$ cat src/rtl/round_scheduler_if.sv
// Menu/game-facing signals of the round scheduler, bundled into one port.
// master: menu FSM and game cores; slave: the scheduler.
interface round_scheduler_if #(
  parameter int SCORE_W = 8
);
  logic               iniciar;
  logic               modo;
  logic               dificuldade;
  logic [2:0]         pronto;
  logic [2:0]         pontuacao_0;
  logic [2:0]         pontuacao_1;
  logic [2:0]         pontuacao_2;
  logic [1:0]         game_sel;
  logic               jogar;
  logic               dificuldade_out;
  logic [3:0]         rodada;
  logic [SCORE_W-1:0] score;
  logic               timeout_flag;
  logic               sessao_fim;
  logic [3:0]         estado;

  modport master (
    output iniciar, modo, dificuldade, pronto, pontuacao_0, pontuacao_1, pontuacao_2,
    input  game_sel, jogar, dificuldade_out, rodada, score, timeout_flag, sessao_fim, estado
  );

  modport slave (
    input  iniciar, modo, dificuldade, pronto, pontuacao_0, pontuacao_1, pontuacao_2,
    output game_sel, jogar, dificuldade_out, rodada, score, timeout_flag, sessao_fim, estado
  );
endinterface

$ cat src/rtl/round_scheduler.sv
// Session controller: picks a game per round, waits out the interval, pulses
// jogar, waits for that game's pronto edge or a timeout, and accumulates score.
module round_scheduler #(
  parameter int ROUNDS          = 3,
  parameter int INTERVAL_CYCLES = 2000,
  parameter int TIMEOUT_CYCLES  = 60000,
  parameter int SCORE_W         = 8
) (
  input logic              clock,
  input logic              reset,
  round_scheduler_if.slave bus
);

  localparam int CNT_MAX = (INTERVAL_CYCLES > TIMEOUT_CYCLES) ? INTERVAL_CYCLES : TIMEOUT_CYCLES;
  localparam int CNT_W   = $clog2(CNT_MAX + 1);
  localparam int SUM_W   = ((SCORE_W > 3) ? SCORE_W : 3) + 1;

  localparam logic [CNT_W-1:0] INTERVAL_LAST = CNT_W'(INTERVAL_CYCLES - 1);
  localparam logic [CNT_W-1:0] RUN_LAST      = CNT_W'(TIMEOUT_CYCLES - 1);
  localparam logic [3:0]       ROUNDS_L      = 4'(ROUNDS);
  localparam logic [SUM_W-1:0] SCORE_MAX     = SUM_W'({SCORE_W{1'b1}});

  typedef enum logic [3:0] {
    S_IDLE     = 4'd0,
    S_SELECT   = 4'd1,
    S_INTERVAL = 4'd2,
    S_START    = 4'd3,
    S_RUN      = 4'd4,
    S_SCORE    = 4'd5,
    S_CHECK    = 4'd6,
    S_DONE     = 4'd7
  } state_t;

  state_t             state_q, state_d;
  logic [3:0]         lfsr_q, lfsr_d;
  logic [CNT_W-1:0]   cnt_q, cnt_d;
  logic [3:0]         rodada_q, rodada_d;
  logic [1:0]         game_sel_q, game_sel_d;
  logic [1:0]         last_game_q, last_game_d;
  logic [SCORE_W-1:0] score_q, score_d;
  logic               timeout_q, timeout_d;
  logic               timed_out_q, timed_out_d;
  logic               dif_q, dif_d;
  logic               modo_q, modo_d;
  logic [2:0]         pronto_q;

  logic               sel_pronto, sel_prev;
  logic [2:0]         sel_pont;
  logic [1:0]         fixed_game, cand, rand_game;
  logic [SUM_W-1:0]   sum;
  logic [SCORE_W-1:0] score_sat;

  // Per-game mux driven by the registered selection.
  always_comb begin
    sel_pronto = bus.pronto[0];
    sel_prev   = pronto_q[0];
    sel_pont   = bus.pontuacao_0;
    case (game_sel_q)
      2'd1: begin
        sel_pronto = bus.pronto[1];
        sel_prev   = pronto_q[1];
        sel_pont   = bus.pontuacao_1;
      end
      2'd2: begin
        sel_pronto = bus.pronto[2];
        sel_prev   = pronto_q[2];
        sel_pont   = bus.pontuacao_2;
      end
      default: ;
    endcase
  end

  always_comb begin
    fixed_game = (rodada_q == 4'd0) ? 2'd0 : ((game_sel_q == 2'd2) ? 2'd0 : game_sel_q + 2'd1);
    cand       = (lfsr_q[1:0] == 2'd3) ? 2'd0 : lfsr_q[1:0];
    rand_game  = cand;
    if (rodada_q != 4'd0 && cand == last_game_q)
      rand_game = (last_game_q == 2'd2) ? 2'd0 : last_game_q + 2'd1;
    sum       = SUM_W'(score_q) + SUM_W'(sel_pont);
    score_sat = (sum > SCORE_MAX) ? SCORE_MAX[SCORE_W-1:0] : sum[SCORE_W-1:0];
  end

  always_comb begin
    // NOTE: every _d gets its hold value first, so no path through the case
    // can leave a signal unassigned and infer a latch.
    state_d     = state_q;
    lfsr_d      = {lfsr_q[2:0], lfsr_q[3] ^ lfsr_q[2]};
    cnt_d       = cnt_q;
    rodada_d    = rodada_q;
    game_sel_d  = game_sel_q;
    last_game_d = last_game_q;
    score_d     = score_q;
    timeout_d   = timeout_q;
    timed_out_d = timed_out_q;
    dif_d       = dif_q;
    modo_d      = modo_q;

    case (state_q)
      S_IDLE, S_DONE: begin
        if (bus.iniciar) begin
          dif_d       = bus.dificuldade;
          modo_d      = bus.modo;
          score_d     = '0;
          rodada_d    = '0;
          timeout_d   = 1'b0;
          last_game_d = 2'd0;
          state_d     = S_SELECT;
        end
      end
      S_SELECT: begin
        rodada_d   = rodada_q + 4'd1;
        game_sel_d = modo_q ? rand_game : fixed_game;
        cnt_d      = '0;
        state_d    = S_INTERVAL;
      end
      S_INTERVAL: begin
        if (cnt_q == INTERVAL_LAST) begin
          cnt_d   = '0;
          state_d = S_START;
        end else begin
          cnt_d = cnt_q + 1'b1;
        end
      end
      S_START: begin
        cnt_d   = '0;
        state_d = S_RUN;
      end
      S_RUN: begin
        // A completion edge wins over a simultaneous timeout.
        if (sel_pronto && !sel_prev) begin
          timed_out_d = 1'b0;
          state_d     = S_SCORE;
        end else if (cnt_q == RUN_LAST) begin
          timed_out_d = 1'b1;
          timeout_d   = 1'b1;
          state_d     = S_SCORE;
        end else begin
          cnt_d = cnt_q + 1'b1;
        end
      end
      S_SCORE: begin
        if (!timed_out_q) score_d = score_sat;
        last_game_d = game_sel_q;
        state_d     = S_CHECK;
      end
      S_CHECK: state_d = (rodada_q < ROUNDS_L) ? S_SELECT : S_DONE;
      default: state_d = S_IDLE;
    endcase
  end

  always_ff @(posedge clock or posedge reset) begin
    if (reset) begin
      state_q     <= S_IDLE;
      lfsr_q      <= 4'b1001;
      cnt_q       <= '0;
      rodada_q    <= '0;
      game_sel_q  <= 2'd0;
      last_game_q <= 2'd0;
      score_q     <= '0;
      timeout_q   <= 1'b0;
      timed_out_q <= 1'b0;
      dif_q       <= 1'b0;
      modo_q      <= 1'b0;
      pronto_q    <= 3'b000;
    end else begin
      // NOTE: non-blocking so every register samples the pre-edge values.
      state_q     <= state_d;
      lfsr_q      <= lfsr_d;
      cnt_q       <= cnt_d;
      rodada_q    <= rodada_d;
      game_sel_q  <= game_sel_d;
      last_game_q <= last_game_d;
      score_q     <= score_d;
      timeout_q   <= timeout_d;
      timed_out_q <= timed_out_d;
      dif_q       <= dif_d;
      modo_q      <= modo_d;
      pronto_q    <= bus.pronto;
    end
  end

  assign bus.game_sel        = game_sel_q;
  assign bus.jogar           = (state_q == S_START);
  assign bus.dificuldade_out = dif_q;
  assign bus.rodada          = rodada_q;
  assign bus.score           = score_q;
  assign bus.timeout_flag    = timeout_q;
  assign bus.sessao_fim      = (state_q == S_DONE);
  assign bus.estado          = state_q;

endmodule

$ cat src/flat_wrapper.sv
// flat-port wrapper written by rule: the top's interface ports become plain ports
module round_scheduler_flat 
#(
  parameter int ROUNDS          = 3,
  parameter int INTERVAL_CYCLES = 2000,
  parameter int TIMEOUT_CYCLES  = 60000,
  parameter int SCORE_W         = 8
)
  (clock, reset, bus_iniciar, bus_modo, bus_dificuldade, bus_pronto, bus_pontuacao_0, bus_pontuacao_1, bus_pontuacao_2, bus_game_sel, bus_jogar, bus_dificuldade_out, bus_rodada, bus_score, bus_timeout_flag, bus_sessao_fim, bus_estado);
  round_scheduler_if #(.SCORE_W(SCORE_W)) bus_i ();
  input logic clock;
  input logic reset;
  input wire logic [$bits(bus_i.iniciar)-1:0] bus_iniciar;
  input wire logic [$bits(bus_i.modo)-1:0] bus_modo;
  input wire logic [$bits(bus_i.dificuldade)-1:0] bus_dificuldade;
  input wire logic [$bits(bus_i.pronto)-1:0] bus_pronto;
  input wire logic [$bits(bus_i.pontuacao_0)-1:0] bus_pontuacao_0;
  input wire logic [$bits(bus_i.pontuacao_1)-1:0] bus_pontuacao_1;
  input wire logic [$bits(bus_i.pontuacao_2)-1:0] bus_pontuacao_2;
  output wire logic [$bits(bus_i.game_sel)-1:0] bus_game_sel;
  output wire logic [$bits(bus_i.jogar)-1:0] bus_jogar;
  output wire logic [$bits(bus_i.dificuldade_out)-1:0] bus_dificuldade_out;
  output wire logic [$bits(bus_i.rodada)-1:0] bus_rodada;
  output wire logic [$bits(bus_i.score)-1:0] bus_score;
  output wire logic [$bits(bus_i.timeout_flag)-1:0] bus_timeout_flag;
  output wire logic [$bits(bus_i.sessao_fim)-1:0] bus_sessao_fim;
  output wire logic [$bits(bus_i.estado)-1:0] bus_estado;
  assign bus_i.iniciar = bus_iniciar;
  assign bus_i.modo = bus_modo;
  assign bus_i.dificuldade = bus_dificuldade;
  assign bus_i.pronto = bus_pronto;
  assign bus_i.pontuacao_0 = bus_pontuacao_0;
  assign bus_i.pontuacao_1 = bus_pontuacao_1;
  assign bus_i.pontuacao_2 = bus_pontuacao_2;
  assign bus_game_sel = bus_i.game_sel;
  assign bus_jogar = bus_i.jogar;
  assign bus_dificuldade_out = bus_i.dificuldade_out;
  assign bus_rodada = bus_i.rodada;
  assign bus_score = bus_i.score;
  assign bus_timeout_flag = bus_i.timeout_flag;
  assign bus_sessao_fim = bus_i.sessao_fim;
  assign bus_estado = bus_i.estado;
  round_scheduler #(.ROUNDS(ROUNDS), .INTERVAL_CYCLES(INTERVAL_CYCLES), .TIMEOUT_CYCLES(TIMEOUT_CYCLES), .SCORE_W(SCORE_W)) u_core (.clock(clock), .reset(reset), .bus(bus_i));
endmodule
$ cat config.mk
export PLATFORM = sky130hd
export DESIGN_NAME = round_scheduler_flat
export DESIGN_NICKNAME = d
export VERILOG_FILES = /design/src/rtl/round_scheduler_if.sv /design/src/rtl/round_scheduler.sv /design/src/flat_wrapper.sv
export SDC_FILE = /design/constraint.sdc
export NUM_CORES = 1
export LEC_CHECK = 0
export CAP_MARGIN = 10
export CELL_PAD_IN_SITES_DETAIL_PLACEMENT = 1
export CELL_PAD_IN_SITES_GLOBAL_PLACEMENT = 1
export CORE_MARGIN = 2
export CORE_UTILIZATION = 25
export CTS_CLUSTER_DIAMETER = 40
export DETAILED_ROUTE_END_ITERATION = 12
export HOLD_SLACK_MARGIN = 0.05
export PLACE_DENSITY_LB_ADDON = 0.2
export SLEW_MARGIN = 20
export SYNTH_ARGS = -nofsm -noshare
export SYNTH_HDL_FRONTEND = slang
export SYNTH_SLANG_ARGS = --single-unit
$ cat constraint.sdc
create_clock -name clock -period 3.2 [get_ports clock]
set_input_delay 0.48 -clock clock [delete_from_list [all_inputs] [get_ports clock]]
set_output_delay 0.48 -clock clock [all_outputs]
set_load 0.01 [all_outputs]
==> results.txt <==
CP Buf/Inv Count: 1
Fillers: 1279
Syn_nets: 326
P_int: 0.00148 W
RSZ-0062 raised after global routing: false
NetSw: 0.00119 W
Core area: 10800 µm²
Ranking of synthesized cells by instance count: 44 x dfrtp_1, 34 x nand2_1, 25 x nor2_1
TNS Setup: 0 ns
Dominant synthesized flop cell: dfrtp_1
First-pass iteration count of the detailed router: 4
Initial detailed-routing violation count: 118
Final Non-Filler Cells: 472
EDFF count, synth: 0
DRC viols: 0
Yosys warning count: 0
# setup viols final: 0
Switching fraction of total power: 44.5%
Reg-to-Reg Start: u_core.bus.game_sel[0]
Crit. Startpoint: u_core.bus.game_sel[0]
Layout cells sized above 1: 8.13%
GRT Util Overall: 13.7%
Top cells by area, synth: dfrtp_1 40%, nand2_1 4.6%, ha_1 4.5%, mux2i_1 4.0%, nor2_1 3.4%
Cells after DPL: 464
Crit end category: flop
Reg clk slew, reported paths: 0.10 ns
Row count: 38
Cell Pwr Density: 791 nW/µm²
WL/cell: 15.7 µm
P_leak: 1.49 nW
CP max FO: 8
FF-to-FF End: u_core.bus.score[3]
Hold_buf cts: 0
Starting Density: 25.6%
Count of state elements after synthesis: 46
Syn_area_per_cell: 9.33 µm²
Die Span Y: 109 µm
Dominant cell type by area after synthesis: dfrtp_1
R2r setup slk: 0.46 ns
N_diodes: 0
H-tree levels: 2
First-pass GRT wire length: 13.1 mm
Most frequent cell after synthesis: dfrtp_1
Die width: 109 µm
Fin. max-slew vios: 0
Worst min-delay path class: input pin to asynchronous set/reset pin
Port bufs: 37
Post-CTS setup repair buffer count: 0
Core Util, Final: 31.1%
Initial antenna violation count: 0
CTS max path bufs: 2
Status: complete, no violations
R2R depth: 11
Maxcap violations: 0
Root Buffer: clkbuf_8
Slew margin rel.: 52.6%
Fmax: 364 MHz
Total congestion overflow: 0
Period utilization: 85.7%
DR vias: 2346
CP max-delay cell: dfrtp_1
Sink Count: 46
CTS resizes: 0
Die area: 12000 µm²
Max Clock Skew: 0.0157 ns
Final Hold Fails: 0
Cell Area, Synth: 2780 µm²
Setup Crit Path Kind: flop to flop
Ys async rst share: 100%
CP delay by family, top: adder cells
DR vias/cell: 4.97
Fin crit period: 2.74 ns
CTS tree: done
Routed WL: 7.43 mm
Worst skew pair latency: 0.31 ns
Peak supply drop: 317 µV
Yosys top cell area share: 39.6%
WP data arrival: 2.92 ns
Crit-path cells: inv_1, ha_1, nor2_1, a21oi_1, ha_1, fa_1, and2_1, o2111ai_2, nand2_1, a21oi_1, a211oi_1
CTS Buf Count: 5
IO Count: 39
Layout Area Growth over Synthesis: 21.2%
Sequential fraction of the synthesis area: 41.5%
Combinational share of power: 50.7%
Clock Power Share: 14.2%
DRT antenna net count: 0
DP Wirelength: 5.40 mm
Largest net degree at the start of global routing: 37
Final nets: 359
Crit start category: flop
Vias in the first global route: 2555
GPL Wtd Cong: 0.758
Slowest stage delay, CP: 0.45 ns
Slew @ Worst Pin: 0.711 ns
Seq pwr share: 35.1%
Critical path data required time: 3.38 ns
Synth cell types: 64
Mapped Cells: 298
## kinds of logic after synthesis
| kind of cell | after synthesis | synth area share (%) |
|---|---|---|
| AND/OR/NAND/NOR | 133 | 27.0 |
| AO/OA/AOI/OAI | 65 | 16.2 |
| flip-flops | 46 | 41.5 |
| buffers and inverters | 27 | 4.64 |
| multiplexers | 12 | 4.37 |
| adder cells (fa/ha/maj) | 11 | 5.22 |
| XOR/XNOR | 3 | 0.945 |
| other | 1 | 0.135 |
## power by group through the flow
stage,clock network [W],registers [W],logic [W]
after floorplan,0,0.000863,0.000978
after global placement,0,0.000944,0.00134
after detailed placement,0,0.000946,0.00137
after CTS,0.000404,0.000936,0.00138
after global routing,0.000429,0.000966,0.00154
final,0.000378,0.000936,0.00135
## how the worst max path moves through the flow
stage                                to  slack [ns]  cells after the start
floorplan           u_core.bus.score[3]        0.51                     12
global placement    u_core.bus.score[3]        0.25                     10
detailed placement  u_core.bus.score[3]        0.20                     10
CTS                 u_core.bus.score[3]        0.26                     11
global route        u_core.bus.score[3]        0.16                     11
finish              u_core.bus.score[3]        0.46                     11
## cell type report
class	count	area [µm²]	area share [%]
Timing Repair Buffer	41	400	11.9
Sequential cell	46	1150	34.2
Tap cell	140	175	5.20
Clock inverter	3	21.3	0.632
Multi-Input combinational cell	225	1500	44.7
Clock buffer	5	68.8	2.04
Inverter	12	45.0	1.34
## cell usage in the layout (no fill, tap or decap), types with 2 or more instances in the layout
cell,netlist,final
nor3_1,5,5
nand2_1,34,34
a31oi_1,10,10
clkbuf_8,0,5
nor4_4,2,2
and4_1,2,2
nor2_1,25,25
clkdlybuf4s50_1,0,37
nor3b_1,4,4
dfrtp_1,44,44
a22oi_1,5,5
a211oi_1,4,4
or2b_1,8,8
xor2_1,2,2
a21oi_1,13,13
inv_1,12,11
nand4_1,9,9
nor2b_1,2,2
a22o_1,2,2
nand2b_1,6,6
dfstp_2,2,2
nand4b_1,3,3
ha_1,10,10
o311ai_1,2,2
buf_4,1,4
and2_1,5,5
or4_1,2,2
and3_1,7,7
nand3_1,7,7
mux2i_1,11,11
nor4_1,2,2
o21ai_0,10,10
o31ai_1,3,3
a311oi_1,2,2
## metal layers
| layer | GRT usage (%) | up-vias | wire length, µm |
|---|---|---|---|
| met5 | 0 | - | 0 |
| met4 | 1.90 | 0 | 41 |
| met3 | 2.96 | 5 | 227 |
| met2 | 23.6 | 30 | 3630 |
| met1 | 18.1 | 1167 | 3530 |
| li1 | - | 1144 | - |
## state kept, by name, indices dropped and copies added (netlist names)
signal,flops
u_core.bus.rodada,4
u_core.lfsr_q,4
u_core.timed_out_q,1
u_core.modo_q,1
u_core.bus.dificuldade_out,1
u_core.bus.timeout_flag,1
u_core.pronto_q,3
u_core.last_game_q,2
u_core.bus.game_sel,2
u_core.bus.score,8
u_core.cnt_q,16
u_core.bus.estado,3
## metrics by stage
step | setup slack (ns) | total power (W) | instance area (µm²) | hold WS, ns
detailed placement | 0.205 | 0.00231 | 3270 | 0.389
CTS | 0.261 | 0.00272 | 3360 | 0.412
floorplan | 0.513 | 0.00184 | 2780 | 0.372
global route | 0.157 | 0.00294 | 3370 | 0.410
global placement | 0.246 | 0.00228 | 3270 | 0.382
finish | 0.456 | 0.00266 | 3370 | 0.410
No activity file was read; power rests on OpenSTA's default activity.
